$ cat src/rtl/multi_cycle_fsm_controller_pkg.sv
// Shared types and constants for the multi-cycle RV32I control FSM:
// state encoding, datapath select encodings, ALU op codes and opcodes.
package multi_cycle_fsm_controller_pkg;

  typedef enum logic [3:0] {
    S_FETCH    = 4'd0,
    S_DECODE   = 4'd1,
    S_MEMADR   = 4'd2,
    S_MEMREAD  = 4'd3,
    S_MEMWB    = 4'd4,
    S_MEMWRITE = 4'd5,
    S_EXECUTER = 4'd6,
    S_EXECUTEI = 4'd7,
    S_ALUWB    = 4'd8,
    S_BRANCH   = 4'd9,
    S_JUMP     = 4'd10,
    S_JALR     = 4'd11,
    S_LUI      = 4'd12,
    S_TRAP     = 4'd13
  } state_t;

  typedef enum logic [1:0] {
    A_PC = 2'd0, A_OLD_PC = 2'd1, A_RD1 = 2'd2, A_ZERO = 2'd3
  } alu_a_sel_t;

  typedef enum logic [1:0] {
    B_RD2 = 2'd0, B_IMM = 2'd1, B_FOUR = 2'd2
  } alu_b_sel_t;

  typedef enum logic [1:0] {
    RES_ALU_OUT_Q = 2'd0, RES_DATA_Q = 2'd1, RES_ALU_RESULT = 2'd2
  } result_sel_t;

  typedef enum logic [2:0] {
    IMM_I = 3'd0, IMM_S = 3'd1, IMM_B = 3'd2, IMM_J = 3'd3, IMM_U = 3'd4
  } imm_sel_t;

  // How the ALU operation is chosen in the current state
  typedef enum logic [1:0] {
    CLS_ADD = 2'd0, CLS_SUB = 2'd1, CLS_RTYPE = 2'd2, CLS_ITYPE = 2'd3
  } alu_class_t;

  localparam logic [3:0] ALU_ADD = 4'd0;
  localparam logic [3:0] ALU_SUB = 4'd1;
  localparam logic [3:0] ALU_AND = 4'd2;
  localparam logic [3:0] ALU_OR  = 4'd3;
  localparam logic [3:0] ALU_SLT = 4'd4;
  localparam logic [3:0] ALU_XOR = 4'd5;

  localparam logic [6:0] OP_LOAD   = 7'b0000011;
  localparam logic [6:0] OP_STORE  = 7'b0100011;
  localparam logic [6:0] OP_RTYPE  = 7'b0110011;
  localparam logic [6:0] OP_ITYPE  = 7'b0010011;
  localparam logic [6:0] OP_BRANCH = 7'b1100011;
  localparam logic [6:0] OP_JAL    = 7'b1101111;
  localparam logic [6:0] OP_JALR   = 7'b1100111;
  localparam logic [6:0] OP_LUI    = 7'b0110111;

  localparam logic [2:0] F3_BEQ  = 3'b000;
  localparam logic [2:0] F3_BNE  = 3'b001;
  localparam logic [2:0] F3_BLT  = 3'b100;
  localparam logic [2:0] F3_BGE  = 3'b101;
  localparam logic [2:0] F3_WORD = 3'b010;

  typedef struct packed {
    logic        pc_write_en;
    logic        old_pc_write_en;
    logic        instruction_reg_write;
    logic        address_src;
    logic        mem_read_en;
    logic        mem_write_en;
    logic        reg_write_en;
    alu_a_sel_t  alu_a_sel;
    alu_b_sel_t  alu_b_sel;
    logic [3:0]  alu_op;
    result_sel_t result_sel;
    imm_sel_t    imm_sel;
    logic        illegal;
  } ctrl_t;

  localparam ctrl_t CTRL_IDLE = '0;

  function automatic imm_sel_t imm_sel_for(input logic [6:0] opcode);
    case (opcode)
      OP_STORE:  return IMM_S;
      OP_BRANCH: return IMM_B;
      OP_JAL:    return IMM_J;
      OP_LUI:    return IMM_U;
      default:   return IMM_I;
    endcase
  endfunction

endpackage

$ cat src/rtl/multi_cycle_fsm_controller_alu_op_decoder.sv
// Combinational ALU operation decode from the state's ALU class and the
// instruction's funct3/funct7bit5, plus a flag for supported ALU funct3 codes.
module multi_cycle_fsm_controller_alu_op_decoder
  import multi_cycle_fsm_controller_pkg::*;
(
  input  alu_class_t  alu_class,
  input  logic [2:0]  funct3,
  input  logic        funct7bit5,
  output logic [3:0]  alu_op,
  output logic        funct3_legal
);

  logic [3:0] map_op_s;

  // funct3 map shared by register and immediate ALU instructions
  always_comb begin
    map_op_s     = ALU_ADD;
    funct3_legal = 1'b1;
    case (funct3)
      3'b000:  map_op_s = ALU_ADD;
      3'b111:  map_op_s = ALU_AND;
      3'b110:  map_op_s = ALU_OR;
      3'b010:  map_op_s = ALU_SLT;
      3'b100:  map_op_s = ALU_XOR;
      default: funct3_legal = 1'b0;
    endcase
  end

  // Final op selection; only register-form add honours funct7bit5
  always_comb begin
    alu_op = ALU_ADD;
    case (alu_class)
      CLS_SUB:   alu_op = ALU_SUB;
      CLS_RTYPE: alu_op = ((funct3 == 3'b000) && funct7bit5) ? ALU_SUB : map_op_s;
      CLS_ITYPE: alu_op = map_op_s;
      default:   alu_op = ALU_ADD;
    endcase
  end

endmodule

$ cat src/rtl/multi_cycle_fsm_controller.sv
// Main control FSM of the multi-cycle RV32I core: sequences fetch, decode,
// execute, memory and writeback and drives every datapath enable and select.
module multi_cycle_fsm_controller
  import multi_cycle_fsm_controller_pkg::*;
#(
  parameter bit MEM_HANDSHAKE      = 1'b1,
  parameter bit SUPPORT_BRANCH_EXT = 1'b1,
  parameter bit SUPPORT_JALR_LUI   = 1'b1
) (
  input  logic       i_clk,
  input  logic       i_srst,
  input  logic [6:0] i_operand,
  input  logic [2:0] i_funct3,
  input  logic       i_funct7bit5,
  input  logic       i_zeroFlag,
  input  logic       i_ltFlag,
  input  logic       i_memReady,
  output logic       o_pcWriteEn,
  output logic       o_oldPcWriteEn,
  output logic       o_instructionRegWrite,
  output logic       o_addressSrc,
  output logic       o_memReadEn,
  output logic       o_memWriteEn,
  output logic       o_regWriteEn,
  output logic [1:0] o_aluInputASel,
  output logic [1:0] o_aluInputBSel,
  output logic [3:0] o_aluLogicOperation,
  output logic [1:0] o_resultSel,
  output logic [2:0] o_immSel,
  output logic       o_illegal,
  output logic [3:0] o_state
);

  state_t     state_r;
  state_t     next_state_s;
  state_t     decode_target_s;
  alu_class_t alu_class_s;
  logic [3:0] alu_op_s;
  logic       funct3_legal_s;
  logic       ready_s;
  logic       branch_legal_s;
  logic       taken_s;
  ctrl_t      ctrl_s;
  ctrl_t      ctrl_out_s;

  assign ready_s = MEM_HANDSHAKE ? i_memReady : 1'b1;

  assign alu_class_s = (state_r == S_EXECUTER) ? CLS_RTYPE :
                       (state_r == S_EXECUTEI) ? CLS_ITYPE :
                       (state_r == S_BRANCH)   ? CLS_SUB   : CLS_ADD;

  multi_cycle_fsm_controller_alu_op_decoder u_alu_op_decoder (
    .alu_class    (alu_class_s),
    .funct3       (i_funct3),
    .funct7bit5   (i_funct7bit5),
    .alu_op       (alu_op_s),
    .funct3_legal (funct3_legal_s)
  );

  assign branch_legal_s = (i_funct3 == F3_BEQ) ||
                          (SUPPORT_BRANCH_EXT && ((i_funct3 == F3_BNE) ||
                           (i_funct3 == F3_BLT) || (i_funct3 == F3_BGE)));

  // Branch condition evaluated on the flags of the comparison in BRANCH
  always_comb begin
    taken_s = 1'b0;
    case (i_funct3)
      F3_BEQ:  taken_s = i_zeroFlag;
      F3_BNE:  taken_s = ~i_zeroFlag;
      F3_BLT:  taken_s = i_ltFlag;
      F3_BGE:  taken_s = ~i_ltFlag;
      default: taken_s = 1'b0;
    endcase
  end

  // Decode dispatch; anything unsupported lands in the sticky trap
  always_comb begin
    decode_target_s = S_TRAP;
    case (i_operand)
      OP_LOAD, OP_STORE: decode_target_s = (i_funct3 == F3_WORD) ? S_MEMADR : S_TRAP;
      OP_RTYPE:  decode_target_s = funct3_legal_s ? S_EXECUTER : S_TRAP;
      OP_ITYPE:  decode_target_s = funct3_legal_s ? S_EXECUTEI : S_TRAP;
      OP_BRANCH: decode_target_s = branch_legal_s ? S_BRANCH : S_TRAP;
      OP_JAL:    decode_target_s = S_JUMP;
      OP_JALR:   decode_target_s = (SUPPORT_JALR_LUI && (i_funct3 == 3'b000)) ? S_JALR : S_TRAP;
      OP_LUI:    decode_target_s = SUPPORT_JALR_LUI ? S_LUI : S_TRAP;
      default:   decode_target_s = S_TRAP;
    endcase
  end

  // State register
  always_ff @(posedge i_clk) begin
    if (i_srst) begin
      state_r <= S_FETCH;
    end else begin
      state_r <= next_state_s;
    end
  end

  // Next-state logic
  always_comb begin
    next_state_s = S_TRAP;
    case (state_r)
      S_FETCH:    next_state_s = ready_s ? S_DECODE : S_FETCH;
      S_DECODE:   next_state_s = decode_target_s;
      S_MEMADR:   next_state_s = (i_operand == OP_LOAD) ? S_MEMREAD : S_MEMWRITE;
      S_MEMREAD:  next_state_s = ready_s ? S_MEMWB : S_MEMREAD;
      S_MEMWB:    next_state_s = S_FETCH;
      S_MEMWRITE: next_state_s = ready_s ? S_FETCH : S_MEMWRITE;
      S_EXECUTER: next_state_s = S_ALUWB;
      S_EXECUTEI: next_state_s = S_ALUWB;
      S_ALUWB:    next_state_s = S_FETCH;
      S_BRANCH:   next_state_s = S_FETCH;
      S_JALR:     next_state_s = S_JUMP;
      S_JUMP:     next_state_s = S_ALUWB;
      S_LUI:      next_state_s = S_ALUWB;
      S_TRAP:     next_state_s = S_TRAP;
      default:    next_state_s = S_TRAP;
    endcase
  end

  // Output logic: Moore per state, except fetch handshake and branch taken
  always_comb begin
    ctrl_s        = CTRL_IDLE;
    ctrl_s.alu_op = alu_op_s;
    case (state_r)
      S_FETCH: begin
        ctrl_s.mem_read_en           = 1'b1;
        ctrl_s.alu_a_sel             = A_PC;
        ctrl_s.alu_b_sel             = B_FOUR;
        ctrl_s.result_sel            = RES_ALU_RESULT;
        ctrl_s.pc_write_en           = ready_s;
        ctrl_s.old_pc_write_en       = ready_s;
        ctrl_s.instruction_reg_write = ready_s;
      end
      S_DECODE, S_MEMADR: begin
        ctrl_s.alu_a_sel = (state_r == S_DECODE) ? A_OLD_PC : A_RD1;
        ctrl_s.alu_b_sel = B_IMM;
        ctrl_s.imm_sel   = imm_sel_for(i_operand);
      end
      S_MEMREAD: begin
        ctrl_s.address_src = 1'b1;
        ctrl_s.mem_read_en = 1'b1;
      end
      S_MEMWB: begin
        ctrl_s.result_sel   = RES_DATA_Q;
        ctrl_s.reg_write_en = 1'b1;
      end
      S_MEMWRITE: begin
        ctrl_s.address_src  = 1'b1;
        ctrl_s.mem_write_en = 1'b1;
      end
      S_EXECUTER: begin
        ctrl_s.alu_a_sel = A_RD1;
        ctrl_s.alu_b_sel = B_RD2;
      end
      S_EXECUTEI, S_JALR: begin
        ctrl_s.alu_a_sel = A_RD1;
        ctrl_s.alu_b_sel = B_IMM;
        ctrl_s.imm_sel   = IMM_I;
      end
      S_ALUWB: begin
        ctrl_s.result_sel   = RES_ALU_OUT_Q;
        ctrl_s.reg_write_en = 1'b1;
      end
      S_BRANCH: begin
        ctrl_s.alu_a_sel   = A_RD1;
        ctrl_s.alu_b_sel   = B_RD2;
        ctrl_s.result_sel  = RES_ALU_OUT_Q;
        ctrl_s.imm_sel     = IMM_B;
        ctrl_s.pc_write_en = taken_s;
      end
      S_JUMP: begin
        ctrl_s.alu_a_sel   = A_OLD_PC;
        ctrl_s.alu_b_sel   = B_FOUR;
        ctrl_s.result_sel  = RES_ALU_OUT_Q;
        ctrl_s.pc_write_en = 1'b1;
      end
      S_LUI: begin
        ctrl_s.alu_a_sel = A_ZERO;
        ctrl_s.alu_b_sel = B_IMM;
        ctrl_s.imm_sel   = IMM_U;
      end
      S_TRAP:  ctrl_s.illegal = 1'b1;
      default: ctrl_s.illegal = 1'b1;
    endcase
  end

  assign ctrl_out_s = i_srst ? CTRL_IDLE : ctrl_s;

  assign o_pcWriteEn           = ctrl_out_s.pc_write_en;
  assign o_oldPcWriteEn        = ctrl_out_s.old_pc_write_en;
  assign o_instructionRegWrite = ctrl_out_s.instruction_reg_write;
  assign o_addressSrc          = ctrl_out_s.address_src;
  assign o_memReadEn           = ctrl_out_s.mem_read_en;
  assign o_memWriteEn          = ctrl_out_s.mem_write_en;
  assign o_regWriteEn          = ctrl_out_s.reg_write_en;
  assign o_aluInputASel        = ctrl_out_s.alu_a_sel;
  assign o_aluInputBSel        = ctrl_out_s.alu_b_sel;
  assign o_aluLogicOperation   = ctrl_out_s.alu_op;
  assign o_resultSel           = ctrl_out_s.result_sel;
  assign o_immSel              = ctrl_out_s.imm_sel;
  assign o_illegal             = ctrl_out_s.illegal;
  assign o_state               = state_r;

endmodule

$ cat config.mk
export PLATFORM = sky130hd
export DESIGN_NAME = multi_cycle_fsm_controller
export DESIGN_NICKNAME = d
export VERILOG_FILES = /design/src/rtl/multi_cycle_fsm_controller_pkg.sv /design/src/rtl/multi_cycle_fsm_controller_alu_op_decoder.sv /design/src/rtl/multi_cycle_fsm_controller.sv
export SDC_FILE = /design/constraint.sdc
export NUM_CORES = 1
export LEC_CHECK = 0
export CAP_MARGIN = 20
export CORE_MARGIN = 2
export CORE_UTILIZATION = 41
export DETAILED_ROUTE_END_ITERATION = 8
export PLACE_DENSITY = 0.82
export SLEW_MARGIN = 20
export SYNTH_ARGS = -nofsm -noshare
export SYNTH_HDL_FRONTEND = slang
export SYNTH_SLANG_ARGS = --single-unit
$ cat constraint.sdc
create_clock -name i_clk -period 2.4 [get_ports i_clk]
set_input_delay 0.24 -clock i_clk [delete_from_list [all_inputs] [get_ports i_clk]]
set_output_delay 0.24 -clock i_clk [all_outputs]
set_load 0.05 [all_outputs]
== Word-level counts from Yosys, hierarchy flattened ==
Cells that the tools add are included.

* $add $sub $neg: 0
* Multiply operators: 0
* Div/mod/pow operators: 0
* $lt $le $gt $ge: 0
* Equality and inequality tests: 29
* Shifts and indexed selects: 0
* Mux-type cells: 32
* Bitwise logic cells: 2
* Reduce and logical (&&, ||, !) cells: 17

{| class="wikitable"
|+ Operators with widths
! cell !! count
|-
| $pmux 4 s8 || 1
|-
| $pmux 4 s7 || 1
|-
| $pmux 3 s4 || 2
|-
| $pmux 4 s6 || 1
|-
| $eq 7x6->1 const B || 3
|-
| $eq 7x7->1 const B || 3
|-
| $mux 21 || 1
|-
| $eq 4x4->1 const B || 5
|-
| $mux 3 || 6
|-
| $eq 4x3->1 const B || 4
|-
| $reduce_or 2->1 || 7
|-
| $reduce_or 13->1 || 1
|-
| $eq 3x3->1 const B || 4
|-
| $mux 4 || 3
|-
| $pmux 4 s3 || 1
|-
| $pmux 3 s3 || 1
|-
| $eq 4x2->1 const B || 2
|-
| $mux 1 || 8
|-
| $mux 2 || 4
|-
| $eq 7x2->1 const B || 1
|-
| $eq 7x5->1 const B || 1
|-
| $reduce_or 5->1 || 1
|-
| $eq 2x2->1 const B || 2
|-
| $eq 4x1->1 const B || 1
|-
| other kinds (13) || 16
|}

* Bits in registers: 4
* Latch bits: 0
* Memory bits (writable): 0
* Bits in read-only memories: 0
* Bits of input ports: 16
* Output and inout port bits: 25
* Logic and storage cells: 81
* Memories: 0

== Depth between registers and ports, before layout ==
* Depth in word-level cells: 7
* Depth in mapped cells: 6
* Mapped depth without buffers: 4

== Hierarchy ==
Synthesis repeated with hierarchy kept, for this count alone.

* Cells, all modules: 150
* Area, all modules: 962.2 sq um

{| class="wikitable"
|+ By module, submodules not included
! module !! times used !! cells each !! area an instance (sq um)
|-
| multi_cycle_fsm_controller || 1 || 138 || 892.1
|-
| multi_cycle_fsm_controller_alu_op_decoder || 1 || 12 || 70.1
|}

== Least setup slack after synthesis ==
No wires, ideal clock.

* Path kind: register to output
* Start: register state_r[0], in the netlist o_state[0]
* End: output port o_immSel[0]
* Arrival time: 3,630 ps
* Data required time: 2,160 ps
* Slack: -1,470 ps
* Stages on the path, launching flop included: 5
* Path buffers: 2
* Cell sequence: dfxtp_1 -> buf_6 -> clkbuf_1 -> xnor2_1 -> a2111oi_0

* Word-level cells in the longest chain between the ends: 4
* Elaborated cells on any way between the ends: 7
* Classes of those cells: 4 x eq/ne; 2 x mux; 1 x reduce/logical

{| class="wikitable"
|+ Ends and longest elaborated chain
! what !! line !! RTL
|-
| start, declared || multi_cycle_fsm_controller.sv:34 || <nowiki>state_t state_r;</nowiki>
|-
| start signal, assigned || multi_cycle_fsm_controller.sv:96 || <nowiki>state_r <= next_state_s;</nowiki>
|-
| $eq 4x1->1 or $eq 4x2->1 (tied branches) || multi_cycle_fsm_controller.sv:126 || <nowiki>case (state_r)</nowiki>
|-
| $reduce_or 2->1 || multi_cycle_fsm_controller.sv:126 ||
|-
| $pmux 3 s3 * || multi_cycle_fsm_controller.sv:126 ||
|-
| $mux 21 * || multi_cycle_fsm_controller.sv:189 || <nowiki>assign ctrl_out_s = i_srst ? CTRL_IDLE : ctrl_s;</nowiki>
|-
| end, declared || multi_cycle_fsm_controller.sv:29 || <nowiki>output logic [2:0] o_immSel,</nowiki>
|}

Mark *: on every way between the ends. The rest lies on a longest branch, timed or not.

== Final worst setup path ==
* Start: input port i_operand[3]
* End: output port o_immSel[0]

* Word-level cells in the longest chain between the ends: 4
* Elaborated cells on any way between the ends: 7
* Classes of those cells: 4 x eq/ne; 3 x mux

{| class="wikitable"
|+ Ends and longest elaborated chain
! what !! line !! RTL
|-
| start, declared || multi_cycle_fsm_controller.sv:12 || <nowiki>input logic [6:0] i_operand,</nowiki>
|-
| $eq 7x6->1 or $eq 7x7->1 (tied branches) || multi_cycle_fsm_controller_pkg.sv:84 || <nowiki>case (opcode)</nowiki>
|-
| $pmux 3 s4 * || multi_cycle_fsm_controller_pkg.sv:84 ||
|-
| $pmux 3 s3 * || multi_cycle_fsm_controller.sv:126 ||
|-
| $mux 21 * || multi_cycle_fsm_controller.sv:189 ||
|}

Marks and branches as above.

==> impl_metrics.tcl <==
set metrics [dict create \
    critical_path_class "input pin to primary output" \
    fmax_mhz 434 \
    grt-ovfl-total 0 \
    cts_max_level 1 \
    die_h_um 49.8 \
    syn_area_um2 858 \
    min_path_type "register to register" \
    status "completed" \
    crit_chain "clkdlybuf4s50_1 > nor3_1 > nand3_1 > or3_1 > a2111oi_4 > buf_12" \
    synth-edff-count 0 \
    cts_tree "yes" \
    drtIter0Drc 46 \
    drv_cap 0 \
    grt_start_max_net_pins 23 \
    grt_use_met1_pct 30.8 \
    critPathCaptureType "primary output" \
    synth_largest_area_cell "dfxtp_1" \
    synth_cell_types 48 \
    clock-sinks 4 \
    viasPerCell 6.21 \
    synth_area_leaders "dfxtp_1 (9.3%), a21oi_1 (6.4%), nor2_1 (6.1%)" \
    post-route-util_pct 83.1 \
    cts_made_buffers 3 \
    cts.clk_slew.worst_paths_ns 0.04 \
    grt.busiest_layer "met2" \
    die_area_um2 2480 \
    yosysMostFrequentCell "nor2_1" \
    clockBufferDepth 2 \
    synthCells 135 \
    cts_hold_buf 0 \
    critical_path_required_ns 2.16 \
    clock_latency_ns 0.24 \
    die_w_um 49.8 \
    slowest_stage "clkdlybuf4s50_1" \
    cts-resized-gates 0 \
    post-cts-setup-buffers 0 \
    syn-num-nets 151 \
    met3_usage_pct 3.64 \
    nNetsFinal 187 \
    start_util_pct 43.7 \
    numPortBuffers 39 \
    core-area_um2 1960 \
    syn2layout_area_growth_pct 89.9 \
    synth_seq_cells 4 \
    grt_pass1_vias 1137 \
    ys.flop_type "dfxtp_1" \
    drive_gt1_share_pct 30.8 \
    setup_viol 0 \
    clock_skew_ns 0.00594 \
    std_cell_rows 16 \
    hold_viol 0 \
    ant_nets 0 \
    rsz0062_at_grt "no" \
    leakagePower_nw 0.558 \
    grt_usage_pct 27.1 \
    pin_count 41 \
    ir_worst_vdd_mv 0.414 \
    antenna_cells 0 \
    antenna_found_initial 0 \
    cp_slowest_stage_delay_ns 0.43 \
    dr.pass1.iters 4 \
    crit_path_max_fanout 3 \
    gp_congestion 0.906 \
    yosysSeqAreaShare_pct 9.33 \
    place_area_um2 1600 \
    async_reset_ff_share_pct 0 \
    wl_per_cell_um 16.2 \
    pre_cts_slack_ns 0.105 \
    drv_slew 0 \
    cts_root_buf "clkbuf_4" \
    fin_crit_sh_pct 96.1 \
    gr-usage-met2_pct 49.3 \
    critPathTopFamily "simple AND/OR/NAND/NOR gates" \
    syn_area_per_cell_um2 6.36 \
    power_density_nw_per_um2 378 \
    setup_ws_ns 0.0940 \
    drt_wl_total_um 3170 \
    drc 0 \
    start_kind "input pin" \
    dp_hpwl_um 2550 \
    synth.top_cell.area_share_pct 9.33 \
    yosys-top-cells-count "nor2_1 (14), a21oi_1 (11), clkbuf_1 (11)" \
    arrival_ns 2.07 \
    largest_register_ffs 4 \
    yosysWarnings 0 \
    cp_num_buf_inv 2 \
    vias 1218 \
    fin_area_um2 1630 \
    min_period_ns 2.31 \
    grt_pass1_wl_um 5230 \
]
-- routing by layer --
layer  part of all wire [%]  wire [um]
met1                     37       1180
met2                     52       1650
met3                    6.7        214
met4                    4.1        131
met5                      0          0
-- path summary, 6_finish.rpt --
| path | depth (start not counted) | start | slack (ns) | endpoint |
|---|---|---|---|---|
| worst max-delay path | 6 | i_operand[3] | 0.09 | o_immSel[0] |
| worst min register to register | 2 | o_state[0] | 0.54 | o_state[1] |
| worst min-delay path | 2 | o_state[0] | 0.54 | o_state[1] |
| worst max register to register | 4 | o_state[0] | 0.73 | o_state[2] |
-- power breakdown --
part | total, W | switching, W | internal (W)
Combinational | 0.000437 | 0.000251 | 0.000187
Sequential | 0.0000915 | 0.0000179 | 0.0000735
Clock | 0.0000869 | 0.0000308 | 0.0000561
Total | 0.000616 | 0.000300 | 0.000316
-- metrics by stage --
stage / hold WS [ns] / total power (W) / instances / TNS [ns]
floorplan: 0.487 / 0.000352 / 135 / -0.188
finish: 0.538 / 0.000616 / 196 / 0
global placement: 0.557 / 0.000514 / 193 / 0
detailed placement: 0.539 / 0.000525 / 193 / 0
CTS: 0.544 / 0.000613 / 196 / 0
global route: 0.580 / 0.000645 / 196 / 0
-- layout make-up --
type | count | area [um^2]
flip-flops and latches | 4 | 83.8
well taps | 27 | 33.8
multi-input cells | 112 | 816
inverters | 3 | 11.3
clock buffers | 3 | 22.5
repair buffers | 47 | 663
fillers | 125 | 332
-- worst min-delay path, delay by kind of cell (launching register included) --
family	cells	cell delay, ns
flip-flops	1	0.35
AO/OA/AOI/OAI	2	0.16
-- kinds of logic (layout without fill, tap and decap cells) --
kind of cell / Yosys count / in the layout / synth area share (%)
compound gates: 38 / 38 / 31.8
simple gates: 65 / 65 / 40.1
other cells: 1 / 1 / 0.437
xor+xnor: 7 / 7 / 7.14
mux: 1 / 1 / 1.17
flops: 4 / 4 / 9.33
buf+inv: 19 / 53 / 10.1
-- layout by cell type (no fill, tap or decap), types with 4 or more instances in the layout --
master | Yosys | routed
xnor2_1 | 5 | 5
buf_4 | 2 | 7
nand2_1 | 9 | 9
nor2_1 | 14 | 14
nand2b_1 | 4 | 4
a21oi_1 | 11 | 10
clkdlybuf4s50_1 | 0 | 19
nor3_1 | 8 | 5
buf_12 | 0 | 21
o21ai_0 | 5 | 5
nand3_1 | 7 | 7
Note: power is estimated with default switching activity, not from simulation.
